--- config.mk ---
export PLATFORM = sky130hd
export DESIGN_NAME = zx_port_bank
export DESIGN_NICKNAME = d
export VERILOG_FILES = /design/src/rtl/zx_port_bank.sv
export SDC_FILE = /design/constraint.sdc
export NUM_CORES = 1
export LEC_CHECK = 0
export ABC_AREA = 1
export ABC_CLOCK_PERIOD_IN_PS = 1600
export BUFFER_PORTS_ARGS = -buffer_cell sky130_fd_sc_hd__buf_2
export CAP_MARGIN = 20
export CORE_MARGIN = 4
export CORE_UTILIZATION = 30
export CTS_CLUSTER_DIAMETER = 80
export DETAILED_ROUTE_END_ITERATION = 12
export PLACE_DENSITY = 0.62
export SETUP_SLACK_MARGIN = 0.2
export SLEW_MARGIN = 15
export SYNTH_ARGS = -nofsm -noshare
export SYNTH_HDL_FRONTEND = slang
export SYNTH_SLANG_ARGS = --single-unit
--- constraint.sdc ---
create_clock -name i_clk28 -period 1.6 [get_ports i_clk28]
set_clock_uncertainty 0.2 [all_clocks]
set_input_delay 0.16 -clock i_clk28 [delete_from_list [all_inputs] [get_ports i_clk28]]
set_output_delay 0.16 -clock i_clk28 [all_outputs]
set_load 0.005 [all_outputs]
--- src/rtl/zx_port_bank.sv ---
// zx_port_bank: NPORTS CPU-writable 8-bit I/O ports with glitch-qualified one-shot commit,
// per-port enables, a self-lock and write strobes. Define PORT_READBACK_EN to enable readback.
module zx_port_bank #(
  parameter int                   NPORTS     = 4,
  parameter logic [NPORTS*16-1:0] ADDR_LIST  = {4{16'h0000}},
  parameter logic [NPORTS*16-1:0] MASK_LIST  = {4{16'hFFFF}},
  parameter logic [NPORTS*8-1:0]  RESET_LIST = {4{8'h00}},
  parameter int                   LOCK_PORT  = -1,
  parameter int                   LOCK_BIT   = 5
) (
  input  logic                  i_clk28,
  input  logic                  i_rst,
  input  logic [NPORTS-1:0]     i_port_en,
  input  logic                  i_lock_override,
  input  logic [15:0]           i_bus_a,
  input  logic [7:0]            i_bus_d,
  input  logic                  i_bus_ioreq,
  input  logic                  i_bus_rd,
  input  logic                  i_bus_wr,
  output logic [NPORTS*8-1:0]   o_port_q,
  output logic [NPORTS-1:0]     o_wr_stb,
  output logic                  o_locked,
  output logic [7:0]            o_d_out,
  output logic                  o_d_out_active
);

  localparam int SELW = (NPORTS > 1) ? $clog2(NPORTS) : 1;

  typedef enum logic [1:0] {
    ST_IDLE = 2'd0,
    ST_QUAL = 2'd1,
    ST_ACT  = 2'd2,
    ST_HOLD = 2'd3
  } state_t;

  state_t              r_state;
  state_t              w_state_nxt;
  logic [NPORTS*8-1:0] r_port_q;
  logic [NPORTS-1:0]   r_wr_stb;
  logic [SELW-1:0]     r_sel;
  logic                r_armed;
  logic [NPORTS-1:0]   w_hit;
  logic [SELW-1:0]     w_sel;
  logic                w_req;
  logic                w_latch_sel;
  logic                w_act_go;
  logic                w_hold_exit;
  logic                w_locked;
  logic                w_lock_block;

  // Address/mask decode per port, lowest matching index wins
  always_comb begin
    w_hit = {NPORTS{1'b0}};
    w_sel = {SELW{1'b0}};
    for (int i = 0; i < NPORTS; i++) begin
      w_hit[i] = i_port_en[i] &
                 (((i_bus_a ^ ADDR_LIST[16*i +: 16]) & MASK_LIST[16*i +: 16]) == 16'h0000);
    end
    for (int i = NPORTS - 1; i >= 0; i--) begin
      if (w_hit[i]) begin
        w_sel = SELW'(i);
      end else begin
        w_sel = w_sel;
      end
    end
  end

  assign w_req = i_bus_ioreq & (i_bus_rd | i_bus_wr) & (|w_hit);

  generate
    if (LOCK_PORT >= 0 && LOCK_PORT < NPORTS) begin : g_lock
      assign w_locked     = r_port_q[LOCK_PORT*8 + LOCK_BIT] & ~i_lock_override;
      assign w_lock_block = w_locked & (r_sel == SELW'(LOCK_PORT));
    end else begin : g_nolock
      logic w_unused_lock;
      assign w_unused_lock = i_lock_override;
      assign w_locked      = 1'b0;
      assign w_lock_block  = 1'b0;
    end
  endgenerate

  // FSM state register
  always_ff @(posedge i_clk28) begin
    if (i_rst) begin
      r_state <= ST_IDLE;
    end else begin
      r_state <= w_state_nxt;
    end
  end

  // FSM next state and the single-cycle control strobes for the datapath
  always_comb begin
    w_state_nxt = r_state;
    w_latch_sel = 1'b0;
    w_act_go    = 1'b0;
    w_hold_exit = 1'b0;
    case (r_state)
      ST_IDLE: begin
        // after reset, an access already on the bus must end before a new one is accepted
        if (r_armed & w_req) begin
          w_state_nxt = ST_QUAL;
          w_latch_sel = 1'b1;
        end else begin
          w_state_nxt = ST_IDLE;
        end
      end
      ST_QUAL: begin
        if (w_req & (w_sel == r_sel)) begin
          w_state_nxt = ST_ACT;
          w_act_go    = 1'b1;
        end else begin
          w_state_nxt = ST_IDLE;
        end
      end
      ST_ACT: begin
        w_state_nxt = ST_HOLD;
      end
      ST_HOLD: begin
        if (!i_bus_ioreq) begin
          w_state_nxt = ST_IDLE;
          w_hold_exit = 1'b1;
        end else begin
          w_state_nxt = ST_HOLD;
        end
      end
      default: begin
        w_state_nxt = ST_IDLE;
      end
    endcase
  end

  // Arming, select latch, port commit and write strobes
  always_ff @(posedge i_clk28) begin
    if (i_rst) begin
      r_armed  <= 1'b0;
      r_sel    <= {SELW{1'b0}};
      r_port_q <= RESET_LIST;
      r_wr_stb <= {NPORTS{1'b0}};
    end else begin
      r_wr_stb <= {NPORTS{1'b0}};
      if (!i_bus_ioreq) begin
        r_armed <= 1'b1;
      end
      if (w_latch_sel) begin
        r_sel <= w_sel;
      end
      // commit lands on the QUAL->ACT edge so port_q and wr_stb are both valid during ACT
      if (w_act_go && i_bus_wr && !w_lock_block) begin
        for (int i = 0; i < NPORTS; i++) begin
          if (r_sel == SELW'(i)) begin
            r_port_q[8*i +: 8] <= i_bus_d;
            r_wr_stb[i]        <= 1'b1;
          end
        end
      end
    end
  end

`ifdef PORT_READBACK_EN
  logic [7:0] r_d_out;
  logic       r_d_out_active;
  logic [7:0] w_sel_q;

  // Value of the currently selected port
  always_comb begin
    w_sel_q = 8'hFF;
    for (int i = 0; i < NPORTS; i++) begin
      if (r_sel == SELW'(i)) begin
        w_sel_q = r_port_q[8*i +: 8];
      end else begin
        w_sel_q = w_sel_q;
      end
    end
  end

  // Readback captured entering ACT, held through HOLD, released when ioreq is seen low
  always_ff @(posedge i_clk28) begin
    if (i_rst) begin
      r_d_out        <= 8'hFF;
      r_d_out_active <= 1'b0;
    end else if (w_act_go && !i_bus_wr) begin
      r_d_out        <= w_sel_q;
      r_d_out_active <= 1'b1;
    end else if (w_hold_exit) begin
      r_d_out        <= 8'hFF;
      r_d_out_active <= 1'b0;
    end
  end

  assign o_d_out        = r_d_out;
  assign o_d_out_active = r_d_out_active;
`else
  assign o_d_out        = 8'hFF;
  assign o_d_out_active = 1'b0;
`endif

  assign o_port_q = r_port_q;
  assign o_wr_stb = r_wr_stb;
  assign o_locked = w_locked;

endmodule

## Yosys cells after proc, flatten, opt, wreduce, memory -nomap -nowiden

Cells that the tools add are included.

- Register bits: 41
- Input bits: 34
- Output and inout port bits: 46

- Bitwise logic cells: 10
- Reduce and logical (&&, ||, !) cells: 10
- Eq/ne operators: 7
- Mux-type cells: 16

Operator list:

| cell | count |
|---|---|
| $logic_not 16->1 | 1 |
| $mux 2 | 6 |
| $mux 1 | 9 |
| $and 1x1->1 | 8 |
| $eq 2x2->1 const B | 4 |
| $pmux 2 s4 | 1 |
| $reduce_and 2->1 | 4 |
| $eq 2x1->1 const B | 2 |
| $logic_not 2->1 | 2 |
| $reduce_or 4->1 | 1 |
| $eq 2x2->1 | 1 |
| $reduce_or 2->1 | 1 |
| $logic_and 1x1->1 | 1 |
| $not 1->1 | 1 |
| $or 1x1->1 | 1 |

## Depth between registers and ports, before layout

Gate-level depths: netlist of the first run.

- Depth in word-level cells: 13
- Mapped depth: 13

## Worst setup path before layout of the first run

No wires, ideal clock.

- Path kind: in2reg
- Start point: input port i_bus_a[7]
- End point: register r_port_q[24] (netlist: o_port_q[24])
- Required time: 1.287 ns
- Stages: 11
- Path slack: -0.077 ns
- Data arrival time: 1.364 ns
- Path buffers: 1
- Cell sequence: nor2_1 > nand2_1 > nor2_4 > o211ai_1 > nor2_2 > nand2_2 > nor2_8 > nand4_4 > buf_6 > nor2_1 > nor2_1

- Cells in the longest elaborated chain, start to end: 12

RTL lines:

| what | RTL line | text |
|---|---|---|
| start, declared | 15 | `input logic [15:0] i_bus_a,` |
| $logic_not 16->1 (*) | 57 | `(((i_bus_a ^ ADDR_LIST[16*i +: 16]) & MASK_LIST[16*i +: 16]) == 16'h0000);` |
| $and 1x1->1 | 56 | `w_hit[i] = i_port_en[i] &` |
| $mux 2 (4 in series) | 60 | `if (w_hit[i]) begin` |
| $eq 2x2->1 | 108 | `if (w_req & (w_sel == r_sel)) begin` |
| $and 1x1->1 (*) | 108 |  |
| $mux 1 (*) | 108 |  |
| $mux 1 (*) | 97 | `case (r_state)` |
| $logic_and 1x1->1 (*) | 148 | `if (w_act_go && i_bus_wr && !w_lock_block) begin` |
| $reduce_and 2->1 (no line) (*) | -- |  |
| end signal, assigned by index | 151 | `r_port_q[8*i +: 8] <= i_bus_d;` |
| end, declared | 38 | `logic [NPORTS*8-1:0] r_port_q;` |

Every way passes the cells marked *; elsewhere a longest branch is shown, timed or not.
A chain may end at the register's enable or synchronous reset.

## Worst setup path in the final report of the first run

- Start point: input port i_bus_a[15]
- End point: register r_port_q[20] (netlist: o_port_q[20])

The elaborated chain is that of the path after synthesis.

==> summary.md, run 1 <==
| Metric | Value |
|---|---|
| Die Wd | 90.2 um |
| CTS tree | built |
| Fillcell total | 642 |
| Initial Util | 0.314 |
| Final-report setup violation count | 0 |
| Count of unique library cells instantiated by Yosys | 25 |
| Final Max Tran Viols | 0 |
| Pre-antenna DRT Iters | 6 |
| Reg2Reg Depth | 8 |
| Nets@finish | 417 |
| Largest net degree at the start of global routing | 31 |
| Maxcap violations | 0 |
| Synth top area cells | dfxtp_1, nor2_1, nand2_1, inv_1, buf_4 |
| Routed Antenna Nets | 0 |
| WL/cell | 11.6 um |
| Yosys warnings | 0 |
| HPWL Detailed | 3590 um |
| Drt drc | 0 |
| Worst R2R End | o_port_q[20] |
| Req. time, crit path | 1.63 ns |
| Full die area | 0.00813 sq mm |
| Flop2flop setup slack | 0.03 ns |
| F_max | 0.627 GHz |
| Crit path from | i_bus_a[15] |
| Initial detailed-routing violation count | 103 |
| Overflow after GRT | 0 |
| Clock transition at path regs | 0.08 ns |
| CTS sink cnt | 41 |
| Diode count | 0 |
| Post-layout util | 0.461 |
| First-pass GRT wire length | 8960 um |
| Reg2reg start | r_state[1] |
| Vias per cell | 4.18 |
| Share of the synthesized area in the top cell type | 0.405 |
| Syn Area/Cell | 6.96 sq um |
| All-Layer GR Usage | 0.134 |
| Setup slack after layout | 0.00424 ns |
| Clock Latency Late Sink | 0.28 ns |
| Setup crit end | o_port_q[20] |
| Total power | 1.92 mW |
| Final worst path period share | 0.997 |
| Die Y | 90.2 um |
| Port bufs | 68 |
| Hold WS | 0.0106 ns |
| Element type at the critical path end | flip-flop |
| Post-layout minimum cycle time | 1.60 ns |
| Antenna violations before repair | 0 |
| Row count | 29 |
| Post-synthesis cell count | 291 |
| Yosys reg bits | 41 |
| Pleak | 1.59 nW |
| Vias in the first global route | 1844 |
| Via Count | 1927 |
| RSZ-0062 raised after global routing | true |
| Commonest non-fill, non-tap cells in the layout | nor2_1, buf_2, nand2_1, inv_1, dfxtp_1 |
| I/O pin cnt | 80 |
| CORE AREA | 0.00646 sq mm |
| Place WS | -0.280 ns |
| Num CTS Buffers | 5 |
| Cell Area, Synth | 0.00203 sq mm |
| H-tree Lvls | 2 |
| Critical path class | input port to flip-flop |
| Post-synthesis sequential area ratio | 0.405 |
| Run status | finished, final reports clean |
| Largest area contributor in the netlist | dfxtp_1 |
| Critical Path AT | 1.63 ns |
| CTS max path bufs | 2 |
| WL final | 5350 um |
| Worst VDD drop | 0.356 mV |
| Pwr Density | 644 mW/mm^2 |
| Most common cell after layout, fill and taps aside | nor2_1 |
| CP Launch Type | input port |
| Layout cells sized above 1 | 0.396 |
| P&R area growth vs syn | 47.1% |
| CTS root buf | clkbuf_8 |
| Crit Path Max Fanout | 8 |
| Final hold violation count | 0 |
| Gpl congestion | 0.704 |
| Hold Path Class | input port to flip-flop |
[layout make-up]
class / instances / area, sq um / area share
sequential: 41 / 821 / 0.275
clock buffer: 7 / 96.3 / 0.0323
clock inverter: 1 / 5.00 / 0.00168
inverter: 46 / 173 / 0.0579
tap: 77 / 96.3 / 0.0323
multi-input combinational: 195 / 1070 / 0.359
timing repair buffer: 94 / 719 / 0.241
[kinds of logic after synthesis]
kind of cell / after synthesis / synth area share
simple gates: 172 / 0.401
buf+inv: 65 / 0.158
flops: 41 / 0.405
compound gates: 11 / 0.0315
other cells: 2 / 0.00371
[where the power goes]
part | internal [mW] | leakage [nW] | switching [mW] | total [mW]
registers | 1.02 | 0.330 | 0.000992 | 1.02
clock network | 0.390 | 0.0542 | 0.344 | 0.734
logic | 0.0800 | 1.20 | 0.0824 | 0.162
[worst max-delay path: stages]
cell	delay (ns)
buf_6	0.09
nor2_4	0.09
nand2_2	0.07
nor2_4	0.14
nand3_2	0.13
nand2_1	0.10
inv_2	0.06
nor2_8	0.22
buf_12	0.14
nand4_4	0.17
nand2_1	0.11
nand2_1	0.05
nor2_1	0.09
[per-stage QoR]
stage,std cells,TNS (ns),cell area (sq um)
after floorplan,299,-1.51,2090
after global placement,437,-7.38,2520
after detailed placement,437,-8.17,2520
after CTS,458,0,2830
after global routing,461,-1.54,2980
final,461,0,2980
[flip-flops by register name, indices dropped and copies added, names as in the netlist]
name and flops:
o_wr_stb 4, r_sel 2, r_state 2, r_armed 1, o_port_q 32
[cell usage after synthesis, drive strengths merged]
cell type  count
a211oi         1
a21oi          5
buf           17
clkbuf         2
conb           2
dfxtp         41
inv           46
nand2         75
nand3          2
nand4          5
nor2          89
nor3           1
o211ai         1
o21ai          4
[layer usage]
metal  up-vias  track usage  part of all wire
li1       1019            -                 -
met2        52        0.234              0.48
met5         -            0                 0
met1       847        0.164              0.45
met4         0       0.0268             0.017
met3         9       0.0384             0.054
[worst min path at each step]
stage	from	to	slack, ns	cells past startpoint
after floorplan	i_bus_ioreq	r_armed	0.06	1
after global placement	r_armed	r_armed	0.24	2
after detailed placement	r_armed	r_armed	0.25	2
after CTS	i_rst	o_port_q[25]	0.006	4
after global routing	i_rst	o_port_q[25]	0.04	4
final	i_rst	o_port_q[25]	0.01	4
[repair_timing]
action / CTS / global route
cloned: 2 / 1
hold buffers: 10 / 0
setup endpoints to repair: 36 / 39
endpoints found under the hold margin: 39 / 0
gates resized for setup: 11 / 35
buffers inserted: 1 / 2
pin swaps: 2 / 8
(Power assumes the default switching activity.)
==> run 2: changes to the inputs <==
ABC_AREA = not set   (was 1)
CORE_MARGIN = 10   (was 4)
CORE_UTILIZATION = 41   (was 30)
PLACE_DENSITY = 0.8   (was 0.62)
==> summary.md, run 2 <==
| Metric | Value |
|---|---|
| Run status | finished with violations (was finished, final reports clean) |
| Failing checks | setup timing |
| Die Wd | 85.0 um (was 90.2 um) |
| CTS tree | built (unchanged) |
| Post-synthesis cell count | 183 (was 291) |
| Pleak | 1.31 nW (was 1.59 nW) |
| Maxcap violations | 0 (unchanged) |
| Yosys warnings | 0 (unchanged) |
| Post-synth top cells | dfxtp_1, mux2i_1, nor2_1 (was nor2_1, nand2_1, inv_1) |
| Synth top area cells | dfxtp_1, mux2i_1, nand2b_1, nor2_1, buf_4 (was dfxtp_1, nor2_1, nand2_1, inv_1, buf_4) |
| Pwr Density | 753 mW/mm^2 (was 644 mW/mm^2) |
| Syn Area/Cell | 9.48 sq um (was 6.96 sq um) |
| Row count | 23 (was 29) |
| First-pass GRT wire length | 8490 um (was 8960 um) |
| Share of the synthesized area in the top cell type | 0.473 (was 0.405) |
| Worst VDD drop | 0.578 mV (was 0.356 mV) |
| Setup slack after layout | -0.212 ns (was 0.00424 ns) |
| CTS root buf | clkbuf_8 (unchanged) |
| Largest area contributor in the netlist | dfxtp_1 (unchanged) |
| RSZ-0062 raised after global routing | true (unchanged) |
| Routed Antenna Nets | 0 (unchanged) |
| Count of unique library cells instantiated by Yosys | 27 (was 25) |
| Via Count | 1638 (was 1927) |
| Nets@finish | 323 (was 417) |
| Final Max Tran Viols | 0 (unchanged) |
| CP Launch Type | flip-flop (was input port) |
| H-tree Lvls | 2 (unchanged) |
| Post-layout minimum cycle time | 1.81 ns (was 1.60 ns) |
| Layout cells sized above 1 | 0.469 (was 0.396) |
| Num CTS Buffers | 5 (unchanged) |
| Critical path class | flip-flop to flip-flop (was input port to flip-flop) |
| F_max | 0.552 GHz (was 0.627 GHz) |
| Setup Total Neg Slack | -2.03 ns (was 0 ns) |
| Final worst path period share | 1.13 (was 0.997) |
| CTS sink cnt | 41 (unchanged) |
| Slew headroom | 0.625 |
| Full die area | 0.00723 sq mm (was 0.00813 sq mm) |
| Hold Path Class | input port to flip-flop (unchanged) |
| Setup crit end | o_port_q[1] (was o_port_q[20]) |
| Yosys reg bits | 41 (unchanged) |
| Max reg flops | 32 (unchanged) |
| Clock Latency Late Sink | 0.29 ns (was 0.28 ns) |
| Initial detailed-routing violation count | 66 (was 103) |
| Async set-reset flop share out of synthesis | 0 (unchanged) |
| Most common cell after layout, fill and taps aside | buf_2 (was nor2_1) |
| Clock transition at path regs | 0.08 ns (about the same) |
| Die Y | 85.0 um (was 90.2 um) |
| WL final | 5270 um (was 5350 um) |
| WL/cell | 15.5 um (was 11.6 um) |
| Critical Path Slowest Stage Cell | or4_4 (was nor2_8) |
| Worst R2R End | o_port_q[1] (was o_port_q[20]) |
| Antenna violations before repair | 0 (unchanged) |
| Largest net degree at the start of global routing | 36 (was 31) |
| HPWL Detailed | 3660 um (was 3590 um) |
| Place WS | -0.292 ns (was -0.280 ns) |
| Final instance count without filler cells | 340 (was 461) |
| Element type at the critical path end | flip-flop (unchanged) |
| Vias per cell | 4.82 (was 4.18) |
| Initial Util | 0.427 (was 0.314) |
| All-Layer GR Usage | 0.140 (was 0.134) |
| CTS max path bufs | 2 (unchanged) |
| Pre-antenna DRT Iters | 4 (was 6) |
| Flop2flop setup slack | -0.21 ns (was 0.03 ns) |
| Crit-path max cell delay | 0.55 ns (was 0.22 ns) |
| CP cell instances | or4_4, nor3_4, buf_12, mux2i_1 (was buf_6, nor2_4, nand2_2, nor2_4, nand3_2, nand2_1, inv_2, nor2_8, buf_12, nand4_4, nand2_1, nand2_1, nor2_1) |
| Measured slew at the worst slew-check pin | 0.563 ns |
| Placed insts | 314 (was 437) |
| Number of synthesized flops with an enable pin | 0 (unchanged) |
| Overflow after GRT | 0 (unchanged) |
| Cell Area, Synth | 0.00173 sq mm (was 0.00203 sq mm) |
| Crit Path Max Fanout | 8 (unchanged) |
| Crit path from | r_sel[1] (was i_bus_a[15]) |
| Dominant synthesized flop cell | dfxtp_1 (unchanged) |
| Critical Path AT | 1.82 ns (was 1.63 ns) |
| I/O pin cnt | 80 (unchanged) |
| Req. time, crit path | 1.60 ns (was 1.63 ns) |
| P&R area growth vs syn | 57.6% (was 47.1%) |
| Vias in the first global route | 1751 (was 1844) |
| Port bufs | 68 (unchanged) |
| Commonest non-fill, non-tap cells in the layout | buf_2, dfxtp_1, mux2i_1, buf_4, nor2_1 (was nor2_1, buf_2, nand2_1, inv_1, dfxtp_1) |
| Diode count | 0 (unchanged) |
| CORE AREA | 0.00406 sq mm (was 0.00646 sq mm) |
| Reg2reg start | r_sel[1] (was r_state[1]) |
| Total power | 2.06 mW (was 1.92 mW) |
| Final-report setup violation count | 28 (was 0) |
| Final hold violation count | 0 (unchanged) |
| Post-synthesis sequential area ratio | 0.473 (was 0.405) |
| Gpl congestion | 0.842 (was 0.704) |
| Most common cell in the netlist | dfxtp_1 (was nor2_1) |
| Drt drc | 0 (unchanged) |
| Reg2Reg Depth | 4 (was 8) |
## run 2: worst min path at each step
stage | from | end | slack (ns) | cells past startpoint
finish | i_rst | o_port_q[12] | 0.15 | 2
global route | i_rst | o_port_q[26] | 0.17 | 2
CTS | i_bus_wr | o_wr_stb[0] | 0.05 | 4
detailed placement | i_bus_d[1] | o_port_q[9] | 0.23 | 3
global placement | i_bus_d[6] | o_port_q[14] | 0.23 | 3
floorplan | i_bus_ioreq | r_armed | 0.06 | 1
## run 2: per-stage QoR
step	utilization	area [sq um]	hold WS [ns]
after floorplan	-	1850	0.0559
after global placement	0.578	2340	0.228
after detailed placement	0.578	2340	0.235
after CTS	0.653	2650	0.0536
after global routing	0.673	2730	0.166
final	0.673	2730	0.150
## run 2: cell families after synthesis
| logic type | synth area share |
|---|---|
| xor gates and xnor gates | 0.0101 |
| buffers and inverters | 0.0671 |
| AOI/OAI and AO/OA | 0.0483 |
| muxes | 0.139 |
| DFF | 0.473 |
| other | 0.00433 |
| and+or+nand+nor | 0.258 |
## run 2: worst max-delay path, delay by kind of cell (launching register included)
| kind | cells | cell delay [ns] |
|---|---|---|
| flip-flops | 1 | 0.37 |
| buffers and inverters | 1 | 0.16 |
| AND/OR/NAND/NOR | 2 | 0.79 |
| multiplexers | 1 | 0.22 |
## run 2: layer usage
| metal | vias up | global-route usage | wire length, um |
|---|---|---|---|
| met5 | - | 0 | 0 |
| met4 | 0 | 0.0599 | 106 |
| met3 | 8 | 0.0363 | 344 |
| met2 | 54 | 0.247 | 2710 |
| met1 | 748 | 0.155 | 2110 |
| li1 | 828 | - | - |
## run 2: cell type report
| cell class | instances | area, sq um |
|---|---|---|
| Tap cell | 50 | 62.6 |
| Clock inverter | 2 | 37.5 |
| Fill cell | 305 | 1330 |
| Clock buffer | 6 | 82.6 |
| Inverter | 4 | 17.5 |
| Timing Repair Buffer | 108 | 732 |
| Multi-Input combinational cell | 129 | 972 |
| Sequential cell | 41 | 828 |
## run 2: what timing repair did
| action | 4_1_cts | 5_1_grt |
|---|---|---|
| hold buffers | 9 | 0 |
| endpoints found under the setup margin | 40 | 40 |
| pin swaps | 13 | 11 |
| gates resized for setup | 12 | 12 |
| endpoints found under the hold margin | 24 | 0 |
| setup buffers | 6 | 3 |
## run 2: report_power, final
group | leakage [nW] | internal, mW | switching [mW] | total, mW
Clock | 0.0574 | 0.507 | 0.350 | 0.857
Combinational | 0.918 | 0.0908 | 0.0883 | 0.179
Sequential | 0.333 | 1.02 | 0.000986 | 1.02
==> run 3: changes to the inputs <==
CORE_UTILIZATION = 43   (was 41)
CTS_BUF_LIST = sky130_fd_sc_hd__clkbuf_8   (was not set)
PLACE_DENSITY = 0.83   (was 0.8)
==> summary.md, run 3 (same netlist as run 2, synthesis figures left out) <==
| Metric | Value |
|---|---|
| Run status | finished with violations (unchanged) |
| Failing checks | setup timing (unchanged) |
| Slew headroom | 0.595 (was 0.625) |
| Row count | 23 (unchanged) |
| Measured slew at the worst slew-check pin | 0.608 ns (was 0.563 ns) |
| Vias per cell | 4.97 (was 4.82) |
| Total power | 2.05 mW (was 2.06 mW) |
| Initial detailed-routing violation count | 81 (was 66) |
| Most common cell after layout, fill and taps aside | buf_2 (unchanged) |
| Max reg flops | 32 (unchanged) |
| Crit Path Max Fanout | 8 (unchanged) |
| Num CTS Buffers | 5 (unchanged) |
| Hold Path Class | input port to flip-flop (unchanged) |
| Reg2reg start | r_sel[1] (unchanged) |
| Layout cells sized above 1 | 0.459 (was 0.469) |
| Flop2flop setup slack | -0.14 ns (was -0.21 ns) |
| HPWL Detailed | 3870 um (was 3660 um) |
| F_max | 0.576 GHz (was 0.552 GHz) |
| CTS max path bufs | 2 (unchanged) |
| Setup slack after layout | -0.135 ns (was -0.212 ns) |
| Post-layout minimum cycle time | 1.74 ns (was 1.81 ns) |
| Seq pwr share | 0.499 (was 0.496) |
| Setup crit end | o_port_q[2] (was o_port_q[1]) |
| Final hold violation count | 0 (unchanged) |
| Placed instance area | 0.00234 sq mm (unchanged) |
| RSZ-0062 raised after global routing | true (unchanged) |
| Via Count | 1690 (was 1638) |
| Commonest non-fill, non-tap cells in the layout | buf_2, dfxtp_1, buf_4, mux2i_1, nor2_1 (was buf_2, dfxtp_1, mux2i_1, buf_4, nor2_1) |
| Clock share of power | 0.415 (was 0.417) |
| Diode count | 0 (unchanged) |
| I/O pin cnt | 80 (unchanged) |
| Die Wd | 83.5 um (was 85.0 um) |
| Met1 usage | 0.159 (was 0.155) |
| WL/cell | 15.9 um (was 15.5 um) |
| Met2 usage | 0.268 (was 0.247) |
| Port bufs | 68 (unchanged) |
| All-Layer GR Usage | 0.149 (was 0.140) |
| First-pass GRT wire length | 8690 um (was 8490 um) |
| Final-report setup violation count | 32 (was 28) |
| Pwr Density | 757 mW/mm^2 (was 753 mW/mm^2) |
| WL final | 5410 um (was 5270 um) |
| Critical path class | flip-flop to flip-flop (unchanged) |
| Internal Power | 1.61 mW (was 1.62 mW) |
| Critical Path AT | 1.75 ns (was 1.82 ns) |
| Die Y | 83.5 um (was 85.0 um) |
| CTS tree | built (unchanged) |
| Final Max Tran Viols | 0 (unchanged) |
| P&R area growth vs syn | 55.8% (was 57.6%) |
| CP Launch Type | flip-flop (unchanged) |
| Vias in the first global route | 1835 (was 1751) |
| Clock transition at path regs | 0.08 ns (about the same) |
| CTS sink cnt | 41 (unchanged) |
| Setup Total Neg Slack | -2.20 ns (was -2.03 ns) |
| Place WS | -0.285 ns (was -0.292 ns) |
| Maxcap violations | 0 (unchanged) |
| Switch Pwr | 0.431 mW (was 0.439 mW) |
| GR met3 Demand/Resource | 0.0469 (was 0.0363) |
| Sw frac | 0.211 (was 0.214) |
| Placed insts | 314 (unchanged) |
| Hold WS | 0.0809 ns (was 0.150 ns) |
| Crit path from | r_sel[1] (unchanged) |
| CTS root buf | clkbuf_8 (unchanged) |
| Combinational share of power | 0.086 (was 0.087) |
| Nets@finish | 323 (unchanged) |
| Element type at the critical path end | flip-flop (unchanged) |
| Largest net degree at the start of global routing | 40 (was 36) |
| Pre-antenna DRT Iters | 4 (unchanged) |
| Req. time, crit path | 1.61 ns (was 1.60 ns) |
| Pleak | 1.31 nW (about the same) |
| Worst VDD drop | 0.512 mV (was 0.578 mV) |
| H-tree Lvls | 2 (unchanged) |
| Post-layout util | 0.685 (was 0.673) |
| Gpl congestion | 0.874 (was 0.842) |
| Full die area | 0.00697 sq mm (was 0.00723 sq mm) |
| Clock Latency Late Sink | 0.28 ns (was 0.29 ns) |
| Final Instance Area | 0.00270 sq mm (was 0.00273 sq mm) |
| Routed Antenna Nets | 0 (unchanged) |
| CORE AREA | 0.00394 sq mm (was 0.00406 sq mm) |
| Initial Util | 0.440 (was 0.427) |
| Overflow after GRT | 0 (unchanged) |
| Worst R2R End | o_port_q[2] (was o_port_q[1]) |
| Reg2Reg Depth | 4 (unchanged) |
| Final worst path period share | 1.08 (was 1.13) |
| Grt peak-use layer | met2 (unchanged) |
| Drt drc | 0 (unchanged) |
| Antenna violations before repair | 0 (unchanged) |
| Final instance count without filler cells | 340 (unchanged) |
-- run 3: worst min-delay path by stage --
| stage | slack (ns) | endpoint | start | cells past startpoint |
|---|---|---|---|---|
| 2_1_floorplan | 0.06 | r_armed | i_bus_ioreq | 1 |
| 3_3_place_gp | 0.23 | o_port_q[30] | i_bus_d[6] | 3 |
| 3_5_place_dp | 0.24 | o_port_q[11] | i_bus_d[3] | 3 |
| 4_1_cts | 0.07 | o_wr_stb[0] | i_bus_wr | 4 |
| 5_1_grt | 0.08 | o_wr_stb[0] | i_bus_wr | 4 |
| 6_report | 0.08 | o_wr_stb[0] | i_bus_wr | 4 |
-- run 3: power by group through the flow --
stage	sequential (mW)	clock [mW]	combinational, mW
after detailed placement	1.05	0	0.140
after global routing	1.02	0.901	0.190
after CTS	1.02	0.860	0.168
after floorplan	1.05	0	0.0777
after global placement	1.05	0	0.137
final	1.02	0.849	0.176
-- run 3: cell type report --
type                            instances  area (sq um)
Clock inverter                          2          37.5
Inverter                                4          17.5
Clock buffer                            6          82.6
Tap cell                               50          62.6
Timing Repair Buffer                  108           724
Sequential cell                        41           828
Fill cell                             285          1240
Multi-Input combinational cell        129           950
-- run 3: worst max-delay path, stage by stage, from the launching register on --
cell and delay [ns]:
dfxtp_4 0.37, or4_4 0.55, nor3_4 0.17, buf_12 0.16, mux2i_1 0.21
-- run 3: repair_timing --
action / in CTS / in global routing
resized for setup: 12 / 6
endpoints found under the hold margin: 22 / 0
hold buffers: 9 / 0
endpoints found under the setup margin: 40 / 40
pin swaps: 14 / 4
setup buffers: 7 / 2
-- run 3: metal layers --
| metal | routed length, um | up-vias |
|---|---|---|
| met5 | 0 | - |
| met4 | 99 | 0 |
| met3 | 290 | 8 |
| met2 | 2770 | 60 |
| met1 | 2250 | 799 |
| li1 | - | 823 |
